==> src/rtl/apb_master_bridge_if.sv <==
// Request/response port and APB bus signals of apb_master_bridge.
// The master modport is the bridge's view; slave is the requester and APB slave side.
interface apb_master_bridge_if #(
    parameter int ADDR_W = 8,
    parameter int DATA_W = 32
);
    localparam int STRB_W = DATA_W / 8;

    // Core-side request/response
    logic              req_valid;
    logic              req_ready;
    logic              req_write;
    logic [ADDR_W-1:0] req_addr;
    logic [DATA_W-1:0] req_wdata;
    logic [STRB_W-1:0] req_strb;
    logic              rsp_valid;
    logic [DATA_W-1:0] rsp_rdata;
    logic              rsp_err;

    // APB4 bus
    logic [ADDR_W-1:0] paddr;
    logic              pwrite;
    logic [DATA_W-1:0] pwdata;
    logic [STRB_W-1:0] pstrb;
    logic              psel;
    logic              penable;
    logic [DATA_W-1:0] prdata;
    logic              pready;
    logic              pslverr;

    modport master (
        input  req_valid, req_write, req_addr, req_wdata, req_strb,
        input  prdata, pready, pslverr,
        output req_ready, rsp_valid, rsp_rdata, rsp_err,
        output paddr, pwrite, pwdata, pstrb, psel, penable
    );

    modport slave (
        output req_valid, req_write, req_addr, req_wdata, req_strb,
        output prdata, pready, pslverr,
        input  req_ready, rsp_valid, rsp_rdata, rsp_err,
        input  paddr, pwrite, pwdata, pstrb, psel, penable
    );
endinterface

==> src/rtl/apb_master_bridge.sv <==
// APB4 requester: valid/ready request in, SETUP/ACCESS bus cycles out, one-cycle response strobe.
// Define APB_TIMEOUT_EN to abort ACCESS with an error after TIMEOUT_CYC wait edges.
module apb_master_bridge #(
    parameter int ADDR_W      = 8,
    parameter int DATA_W      = 32,
    parameter int TIMEOUT_CYC = 16
) (
    input  logic                pclk,
    input  logic                presetn,
    apb_master_bridge_if.master bus
);
    localparam int STRB_W = DATA_W / 8;

    typedef enum logic [1:0] {
        ST_IDLE   = 2'd0,
        ST_SETUP  = 2'd1,
        ST_ACCESS = 2'd2
    } state_t;

    if (DATA_W % 8 != 0) begin : g_chk_data_w
        $error("apb_master_bridge: DATA_W must be a multiple of 8");
    end
    if (TIMEOUT_CYC < 1) begin : g_chk_timeout
        $error("apb_master_bridge: TIMEOUT_CYC must be at least 1");
    end

    state_t            state_q,     state_d;
    logic              req_ready_q, req_ready_d;
    logic              rsp_valid_q, rsp_valid_d;
    logic [DATA_W-1:0] rsp_rdata_q, rsp_rdata_d;
    logic              rsp_err_q,   rsp_err_d;
    logic [ADDR_W-1:0] paddr_q,     paddr_d;
    logic              pwrite_q,    pwrite_d;
    logic [DATA_W-1:0] pwdata_q,    pwdata_d;
    logic [STRB_W-1:0] pstrb_q,     pstrb_d;
    logic              psel_q,      psel_d;
    logic              penable_q,   penable_d;

    logic              timeout_hit;
    logic [DATA_W-1:0] wdata_acc;
    logic [STRB_W-1:0] strb_acc;

    // Reads put all-zero data and strobes on the bus, lane by lane.
    for (genvar gi = 0; gi < STRB_W; gi++) begin : g_lane
        assign wdata_acc[gi*8 +: 8] = bus.req_write ? bus.req_wdata[gi*8 +: 8] : 8'h00;
        assign strb_acc[gi]         = bus.req_write & bus.req_strb[gi];
    end

`ifdef APB_TIMEOUT_EN
    localparam int CNT_W = $clog2(TIMEOUT_CYC + 1);

    logic [CNT_W-1:0] cnt_q, cnt_d;

    // True on the wait edge that would bring the count to TIMEOUT_CYC.
    assign timeout_hit = (cnt_q == CNT_W'(TIMEOUT_CYC - 1));

    always_ff @(posedge pclk or negedge presetn) begin
        if (!presetn) begin
            cnt_q <= '0;
        end else begin
            cnt_q <= cnt_d;
        end
    end
`else
    assign timeout_hit = 1'b0;
`endif

    always_ff @(posedge pclk or negedge presetn) begin
        if (!presetn) begin
            state_q     <= ST_IDLE;
            req_ready_q <= 1'b0;
            rsp_valid_q <= 1'b0;
            rsp_rdata_q <= '0;
            rsp_err_q   <= 1'b0;
            paddr_q     <= '0;
            pwrite_q    <= 1'b0;
            pwdata_q    <= '0;
            pstrb_q     <= '0;
            psel_q      <= 1'b0;
            penable_q   <= 1'b0;
        end else begin
            state_q     <= state_d;
            req_ready_q <= req_ready_d;
            rsp_valid_q <= rsp_valid_d;
            rsp_rdata_q <= rsp_rdata_d;
            rsp_err_q   <= rsp_err_d;
            paddr_q     <= paddr_d;
            pwrite_q    <= pwrite_d;
            pwdata_q    <= pwdata_d;
            pstrb_q     <= pstrb_d;
            psel_q      <= psel_d;
            penable_q   <= penable_d;
        end
    end

    always_comb begin
        state_d     = state_q;
        req_ready_d = req_ready_q;
        rsp_valid_d = 1'b0;
        rsp_rdata_d = rsp_rdata_q;
        rsp_err_d   = rsp_err_q;
        paddr_d     = paddr_q;
        pwrite_d    = pwrite_q;
        pwdata_d    = pwdata_q;
        pstrb_d     = pstrb_q;
        psel_d      = psel_q;
        penable_d   = penable_q;
`ifdef APB_TIMEOUT_EN
        cnt_d       = cnt_q;
`endif

        case (state_q)
            ST_IDLE: begin
                // req_ready rises on the first edge out of reset, so a request
                // is only taken once ready has been visible for a cycle.
                req_ready_d = 1'b1;
                if (bus.req_valid && req_ready_q) begin
                    paddr_d     = bus.req_addr;
                    pwrite_d    = bus.req_write;
                    pwdata_d    = wdata_acc;
                    pstrb_d     = strb_acc;
                    psel_d      = 1'b1;
                    req_ready_d = 1'b0;
                    state_d     = ST_SETUP;
                end
            end

            ST_SETUP: begin
                penable_d = 1'b1;
                state_d   = ST_ACCESS;
`ifdef APB_TIMEOUT_EN
                cnt_d     = '0;
`endif
            end

            ST_ACCESS: begin
                if (bus.pready) begin
                    psel_d      = 1'b0;
                    penable_d   = 1'b0;
                    pstrb_d     = '0;
                    pwrite_d    = 1'b0;
                    req_ready_d = 1'b1;
                    rsp_valid_d = 1'b1;
                    rsp_err_d   = bus.pslverr;
                    rsp_rdata_d = (!pwrite_q && !bus.pslverr) ? bus.prdata : '0;
                    state_d     = ST_IDLE;
                end else if (timeout_hit) begin
                    psel_d      = 1'b0;
                    penable_d   = 1'b0;
                    pstrb_d     = '0;
                    pwrite_d    = 1'b0;
                    req_ready_d = 1'b1;
                    rsp_valid_d = 1'b1;
                    rsp_err_d   = 1'b1;
                    rsp_rdata_d = '0;
                    state_d     = ST_IDLE;
                end else begin
`ifdef APB_TIMEOUT_EN
                    cnt_d = cnt_q + 1'b1;
`endif
                end
            end

            default: begin
                state_d = ST_IDLE;
            end
        endcase
    end

    assign bus.req_ready = req_ready_q;
    assign bus.rsp_valid = rsp_valid_q;
    assign bus.rsp_rdata = rsp_rdata_q;
    assign bus.rsp_err   = rsp_err_q;
    assign bus.paddr     = paddr_q;
    assign bus.pwrite    = pwrite_q;
    assign bus.pwdata    = pwdata_q;
    assign bus.pstrb     = pstrb_q;
    assign bus.psel      = psel_q;
    assign bus.penable   = penable_q;

endmodule

==> src/flat_wrapper.sv <==
// flat-port wrapper written by rule: the top's interface ports become plain ports
module apb_master_bridge_flat 
#(
    parameter int ADDR_W      = 8,
    parameter int DATA_W      = 32,
    parameter int TIMEOUT_CYC = 16
)
  (pclk, presetn, bus_req_valid, bus_req_write, bus_req_addr, bus_req_wdata, bus_req_strb, bus_prdata, bus_pready, bus_pslverr, bus_req_ready, bus_rsp_valid, bus_rsp_rdata, bus_rsp_err, bus_paddr, bus_pwrite, bus_pwdata, bus_pstrb, bus_psel, bus_penable);
  apb_master_bridge_if #(.ADDR_W(ADDR_W), .DATA_W(DATA_W)) bus_i ();
  input  logic pclk;
  input  logic presetn;
  input wire logic [$bits(bus_i.req_valid)-1:0] bus_req_valid;
  input wire logic [$bits(bus_i.req_write)-1:0] bus_req_write;
  input wire logic [$bits(bus_i.req_addr)-1:0] bus_req_addr;
  input wire logic [$bits(bus_i.req_wdata)-1:0] bus_req_wdata;
  input wire logic [$bits(bus_i.req_strb)-1:0] bus_req_strb;
  input wire logic [$bits(bus_i.prdata)-1:0] bus_prdata;
  input wire logic [$bits(bus_i.pready)-1:0] bus_pready;
  input wire logic [$bits(bus_i.pslverr)-1:0] bus_pslverr;
  output wire logic [$bits(bus_i.req_ready)-1:0] bus_req_ready;
  output wire logic [$bits(bus_i.rsp_valid)-1:0] bus_rsp_valid;
  output wire logic [$bits(bus_i.rsp_rdata)-1:0] bus_rsp_rdata;
  output wire logic [$bits(bus_i.rsp_err)-1:0] bus_rsp_err;
  output wire logic [$bits(bus_i.paddr)-1:0] bus_paddr;
  output wire logic [$bits(bus_i.pwrite)-1:0] bus_pwrite;
  output wire logic [$bits(bus_i.pwdata)-1:0] bus_pwdata;
  output wire logic [$bits(bus_i.pstrb)-1:0] bus_pstrb;
  output wire logic [$bits(bus_i.psel)-1:0] bus_psel;
  output wire logic [$bits(bus_i.penable)-1:0] bus_penable;
  assign bus_i.req_valid = bus_req_valid;
  assign bus_i.req_write = bus_req_write;
  assign bus_i.req_addr = bus_req_addr;
  assign bus_i.req_wdata = bus_req_wdata;
  assign bus_i.req_strb = bus_req_strb;
  assign bus_i.prdata = bus_prdata;
  assign bus_i.pready = bus_pready;
  assign bus_i.pslverr = bus_pslverr;
  assign bus_req_ready = bus_i.req_ready;
  assign bus_rsp_valid = bus_i.rsp_valid;
  assign bus_rsp_rdata = bus_i.rsp_rdata;
  assign bus_rsp_err = bus_i.rsp_err;
  assign bus_paddr = bus_i.paddr;
  assign bus_pwrite = bus_i.pwrite;
  assign bus_pwdata = bus_i.pwdata;
  assign bus_pstrb = bus_i.pstrb;
  assign bus_psel = bus_i.psel;
  assign bus_penable = bus_i.penable;
  apb_master_bridge #(.ADDR_W(ADDR_W), .DATA_W(DATA_W), .TIMEOUT_CYC(TIMEOUT_CYC)) u_core (.pclk(pclk), .presetn(presetn), .bus(bus_i));
endmodule
==> config.mk <==
export PLATFORM = sky130hd
export DESIGN_NAME = apb_master_bridge_flat
export DESIGN_NICKNAME = d
export VERILOG_FILES = /design/src/rtl/apb_master_bridge_if.sv /design/src/rtl/apb_master_bridge.sv /design/src/flat_wrapper.sv
export SDC_FILE = /design/constraint.sdc
export NUM_CORES = 1
export LEC_CHECK = 0
export ABC_AREA = 1
export ABC_CLOCK_PERIOD_IN_PS = 1500
export BUFFER_PORTS_ARGS = -buffer_cell sky130_fd_sc_hd__buf_2
export CORE_MARGIN = 4
export CORE_UTILIZATION = 25
export CTS_BUF_LIST = sky130_fd_sc_hd__clkbuf_16
export CTS_CLUSTER_DIAMETER = 150
export DETAILED_ROUTE_END_ITERATION = 8
export PLACE_DENSITY = 0.46
export SETUP_SLACK_MARGIN = 0.5
export SLEW_MARGIN = 20
export SYNTH_ARGS = -nofsm -noshare
export SYNTH_HDL_FRONTEND = slang
export SYNTH_SLANG_ARGS = --single-unit
==> constraint.sdc <==
create_clock -name pclk -period 1.5 [get_ports pclk]
set_input_delay 0.3 -clock pclk [delete_from_list [all_inputs] [get_ports pclk]]
set_output_delay 0.3 -clock pclk [all_outputs]
set_load 0.01 [all_outputs]
* After elaboration in Yosys (flattened, before gate mapping)
Cells that the tools add are included.
** Storage, ports and cells
- Register bits :: 84
- Word-level logic and storage cells :: 54
- Input bits :: 82
** Operators by class
- Mux-type cells :: 22
- Reduce and logical (&&, ||, !) cells :: 13
- Equal/unequal tests :: 4
- Bitwise operators :: 4
** Operator list (count)
- 32-bit 2-to-1 mux :: 1
- 8-bit 2-to-1 mux :: 4
- 2-bit AND reduction :: 5
- 4-bit 2-to-1 mux :: 2
- 1-bit case mux with 2 select lines :: 4
- 4-bit case mux with 2 select lines :: 1
- 1-bit 2-to-1 mux :: 7
- 2-bit case mux with 3 select lines :: 1
- 1-bit bitwise AND :: 4
- 2-bit 2-to-1 mux :: 2
- 2-bit nonzero test :: 2
- 3-bit AND reduction :: 1
- 2-bit by 1-bit == test with 1-bit output (second input constant) :: 1
- 2-bit == test (second input constant) :: 1
- 1-bit logical AND :: 2
- 1-bit logical NOT :: 2
- 2-bit logical NOT :: 1
- 2-bit by 1-bit != test with 1-bit output (second input constant) :: 1
- 2-bit != test (second input constant) :: 1

* Logic depth before layout (Yosys ltp)
- Word-level depth :: 3
- Mapped depth :: 7

* Worst setup path before layout
No wires, ideal clock.
- Path kind :: register to register
- Start point :: register u_core.req_ready_q, in the netlist u_core.bus.req_ready
- End point :: register u_core.pstrb_q[2], in the netlist u_core.bus.pstrb[2]
- Data arrival time :: 1.024 ns
- Library setup time :: 0.117 ns
- Required time :: 1.383 ns
- Path slack :: 0.359 ns
- Stages on the path, launching flop included :: 8
- Period minus slack after synthesis :: 1.141 ns
- Cells stage by stage :: dfrtp_1 > nand2_1 > inv_1 > nand2_4 > buf_6 > buf_6 > nand3_1 > nand2_1
** On the way
- Word-level cells in the longest chain between the ends :: 3
** RTL lines
- start: declaration :: line apb_master_bridge.sv:28 : logic req_ready_q, req_ready_d;
- start signal: assignment :: line apb_master_bridge.sv:83 : req_ready_q <= req_ready_d;
- 1-bit logical AND :: line apb_master_bridge.sv:117 : if (bus.req_valid && req_ready_q) begin
- 2-bit by 1-bit != test with 1-bit output (no source line)
- 3-bit AND reduction (no source line)
- end signal: assignment :: line apb_master_bridge.sv:90 : pstrb_q <= pstrb_d;
- end: declaration :: line apb_master_bridge.sv:35 : logic [STRB_W-1:0] pstrb_q, pstrb_d;
No other way between the ends.
A chain may end at the register's enable or synchronous reset.

* Final worst setup path
- Start point :: register u_core.state_q[1]
- End point :: register u_core.rsp_rdata_q[16], in the netlist u_core.bus.rsp_rdata[16]
** On the way
- Word-level cells in the longest chain between the ends :: 2
** RTL lines
- start: declaration :: line apb_master_bridge.sv:27 : state_t state_q, state_d;
- start signal: assignment :: line apb_master_bridge.sv:82 : state_q <= state_d;
- 2-bit == test :: line apb_master_bridge.sv:112 : case (state_q)
- 2-bit AND reduction (no source line)
- end signal: assignment :: line apb_master_bridge.sv:85 : rsp_rdata_q <= rsp_rdata_d;
- end: declaration :: line apb_master_bridge.sv:30 : logic [DATA_W-1:0] rsp_rdata_q, rsp_rdata_d;
No other way between the ends.

==> metrics.md <==
| Metric | Value |
|---|---|
| Die Span Y | `123 um` |
| Hold buffer count at cts | `0` |
| Overflow after GRT | `0` |
| Slew Viols, Final | `0` |
| Nets | `697` |
| Pwr Density | `2180 nW/um^2` |
| Commonest cells after routing, fill and taps aside | `132 x buf_2, 100 x nand2_1, 84 x dfrtp_1` |
| Static leakage | `3.39 nW` |
| TritonCTS clock tree | `yes` |
| Relative slew slack | `69.2%` |
| TritonCTS buffer count | `9` |
| First-pass GRT wire length | `16.9 mm` |
| Worst-path fanout max | `7` |
| Total track usage | `14.9%` |
| Slowest cell on crit path | `dfrtp_1` |
| Post-route minimum period | `1260 ps` |
| Max stage delay on crit path | `410 ps` |
| Crit path kind | `reg2reg` |
| Vias | `3426` |
| H-tree depth | `3` |
| Clock Pin Slew Worst Setup and Hold Paths | `60 ps` |
| Net count after synthesis | `441` |
| DIE WIDTH | `123 um` |
| YS warnings | `0` |
| DRT Wirelength | `12.0 mm` |
| CP Data Required Time | `1720 ps` |
| # DRC | `0` |
| Initial Utilization | `26.0%` |
| Share of cells above drive strength 1 | `62.3%` |
| Maximum vdd ir drop | `988 uV` |
| Final count of hold timing violations | `3` |
| Yosys reg bits | `84` |
| Die area | `15200 sq um` |
| Initial antenna violation count | `2` |
| Arrival time of the worst setup path | `1480 ps` |
| Area of all placed cells without fillers | `6440 sq um` |
| Post-route ant nets | `0` |
| Buffers & Inverters on Critical Path | `3` |
| FF-to-FF path depth | `6` |
| Min Hold Slack | `-8.90 ps` |
| Vias per cell | `4.33` |
| Post-Syn Instances | `359` |
| Switching share of total power | `36.0%` |
| Logic pwr share | `55.9%` |
| Worst hold path class | `in2async` |
| Clk Latency, worst-skew pair | `340 ps` |
| Most common cell after layout, fill and taps aside | `buf_2` |
| Layout area overhead | `93.4%` |
| Antenna Diode Count | `0` |
| IO Count | `164` |
| Largest net degree at the start of global routing | `85` |
| Failing checks | `negative hold slack` |
| Post-Route Setup TNS | `0 ps` |
| Drt first pass iters | `4` |
| Max Fclk | `794 MHz` |
| Clock Skews | `6.43 ps` |
| Post-placement cell area | `4330 sq um` |
| Rows | `41` |
| Crit start category | `flip-flop` |
| Flop pwr share | `28.6%` |
| DR WL/cell | `15.1 um` |
| Dpl cells | `678` |
| Synthesized area per cell | `9.28 sq um` |
| WP depth | `6` |
| Netlist cell types | `17` |
| Crit end category | `flip-flop` |
| Port Buffers | `163` |
| CP cell instances | `buf_6, nand3_4, buf_12, clkbuf_16, nand2_2, o21ai_1` |
| Power Internal | `9.00 mW` |
| Setup-failing EPs final | `0` |
| Sink Count | `84` |
| Clk buf depth | `2` |
| DP HPWL | `6.46 mm` |
| Design Power | `14.1 mW` |
| Finished Layout Cells | `792` |
| Mapped cell area | `3330 sq um` |
| Vias in the first global route | `3216` |
| Final worst path period share | `84.0%` |
| GPL Wtd Cong | `0.703` |
| Net Switching | `5.07 mW` |
| DR iter-0 viols | `170` |
| Max Cap Viol | `0` |
| Worst slew pin tran | `462 ps` |
| Outcome | `finished, violations left` |
| CP delay by family, top | `buffers and inverters` |
| Register area share after synthesis | `63.1%` |
| Clock power frac | `15.5%` |
| RSZ-0062 raised after global routing | `true` |
| Core area | `12800 sq um` |
| Clock root buffer | `clkbuf_16` |
[synthesized netlist by cell type, drive strengths merged]
library cell / count / share of area [%]
o21ai: 66 / 9.9
dfrtp: 84 / 63
nand4: 4 / 0.75
buf: 18 / 4.4
nand2: 169 / 19
or2: 1 / 0.19
inv: 4 / 0.45
nor2: 2 / 0.53
nand3: 6 / 0.90
clkbuf: 5 / 0.60
[logic make-up (layout without fill, tap and decap cells)]
| logic type | count (synthesis) | after routing | share of synthesized area [%] |
|---|---|---|---|
| AND/OR/NAND/NOR | 182 | 182 | 21.6 |
| flip-flops | 84 | 84 | 63.1 |
| AO/OA/AOI/OAI | 66 | 66 | 9.91 |
| buffers and inverters | 27 | 288 | 5.41 |
[area by class of cell]
cell class	count	area, sq um
Inverter	4	30.0
Multi-Input combinational cell	248	1530
Tap cell	172	215
Timing Repair Buffer	267	2270
Timing Repair inverter	1	11.3
Clock inverter	7	60.1
Clock buffer	9	225
Fill cell	1209	6380
Sequential cell	84	2100
[metrics by stage]
stage	worst slack (ps)	utilization [%]
after floorplan	379	-
after global placement	298	33.8
after detailed placement	252	33.8
after CTS	279	43.4
after global routing	173	50.3
final	240	50.3
[flip-flops by register name, summed over array words and instances (netlist names)]
signal and flops:
u_core.bus.pwdata 32, u_core.bus.rsp_rdata 32, u_core.bus.paddr 8, u_core.bus.pstrb 4, u_core.state_q 2, u_core.bus.penable 1
u_core.bus.psel 1, u_core.bus.pwrite 1, u_core.bus.req_ready 1, u_core.bus.rsp_err 1, u_core.bus.rsp_valid 1
[power by group through the flow]
| stage | Sequential [mW] | Clock (mW) | Combinational, mW |
|---|---|---|---|
| finish | 4.02 | 2.18 | 7.86 |
| CTS | 3.94 | 2.24 | 5.84 |
| detailed placement | 3.88 | 0 | 3.54 |
| global route | 4.15 | 2.35 | 8.45 |
| global placement | 3.89 | 0 | 3.50 |
| floorplan | 4.35 | 0 | 1.47 |
[path summary, 6_finish.rpt]
path	slack, ps	start	end
hold / removal	-9	presetn	u_core.bus.rsp_rdata[25]
min in group pclk	160	bus_req_addr[0]	u_core.bus.paddr[0]
hold reg to reg	490	u_core.bus.rsp_rdata[3]	u_core.bus.rsp_rdata[3]
setup / recovery	240	u_core.state_q[1]	u_core.bus.rsp_rdata[16]
setup reg to reg	240	u_core.state_q[1]	u_core.bus.rsp_rdata[16]
max in group asynchronous	1150	presetn	u_core.bus.paddr[3]
[layer usage]
| layer | wire length (um) | vias to the layer above | track usage [%] |
|---|---|---|---|
| li1 | - | 1672 | - |
| met1 | 4840 | 1627 | 18.1 |
| met2 | 5930 | 108 | 23.9 |
| met5 | 21 | - | 0 |
| met4 | 197 | 4 | 6.44 |
| met3 | 973 | 15 | 5.08 |
[timing repair]
| action | in CTS | in global routing |
|---|---|---|
| setup buffers | 40 | 41 |
| gates cloned | 12 | 5 |
| setup endpoints to repair | 165 | 166 |
| gates resized for setup | 100 | 131 |
| pin swaps | 14 | 12 |
No activity file was read; power rests on OpenSTA's default activity.
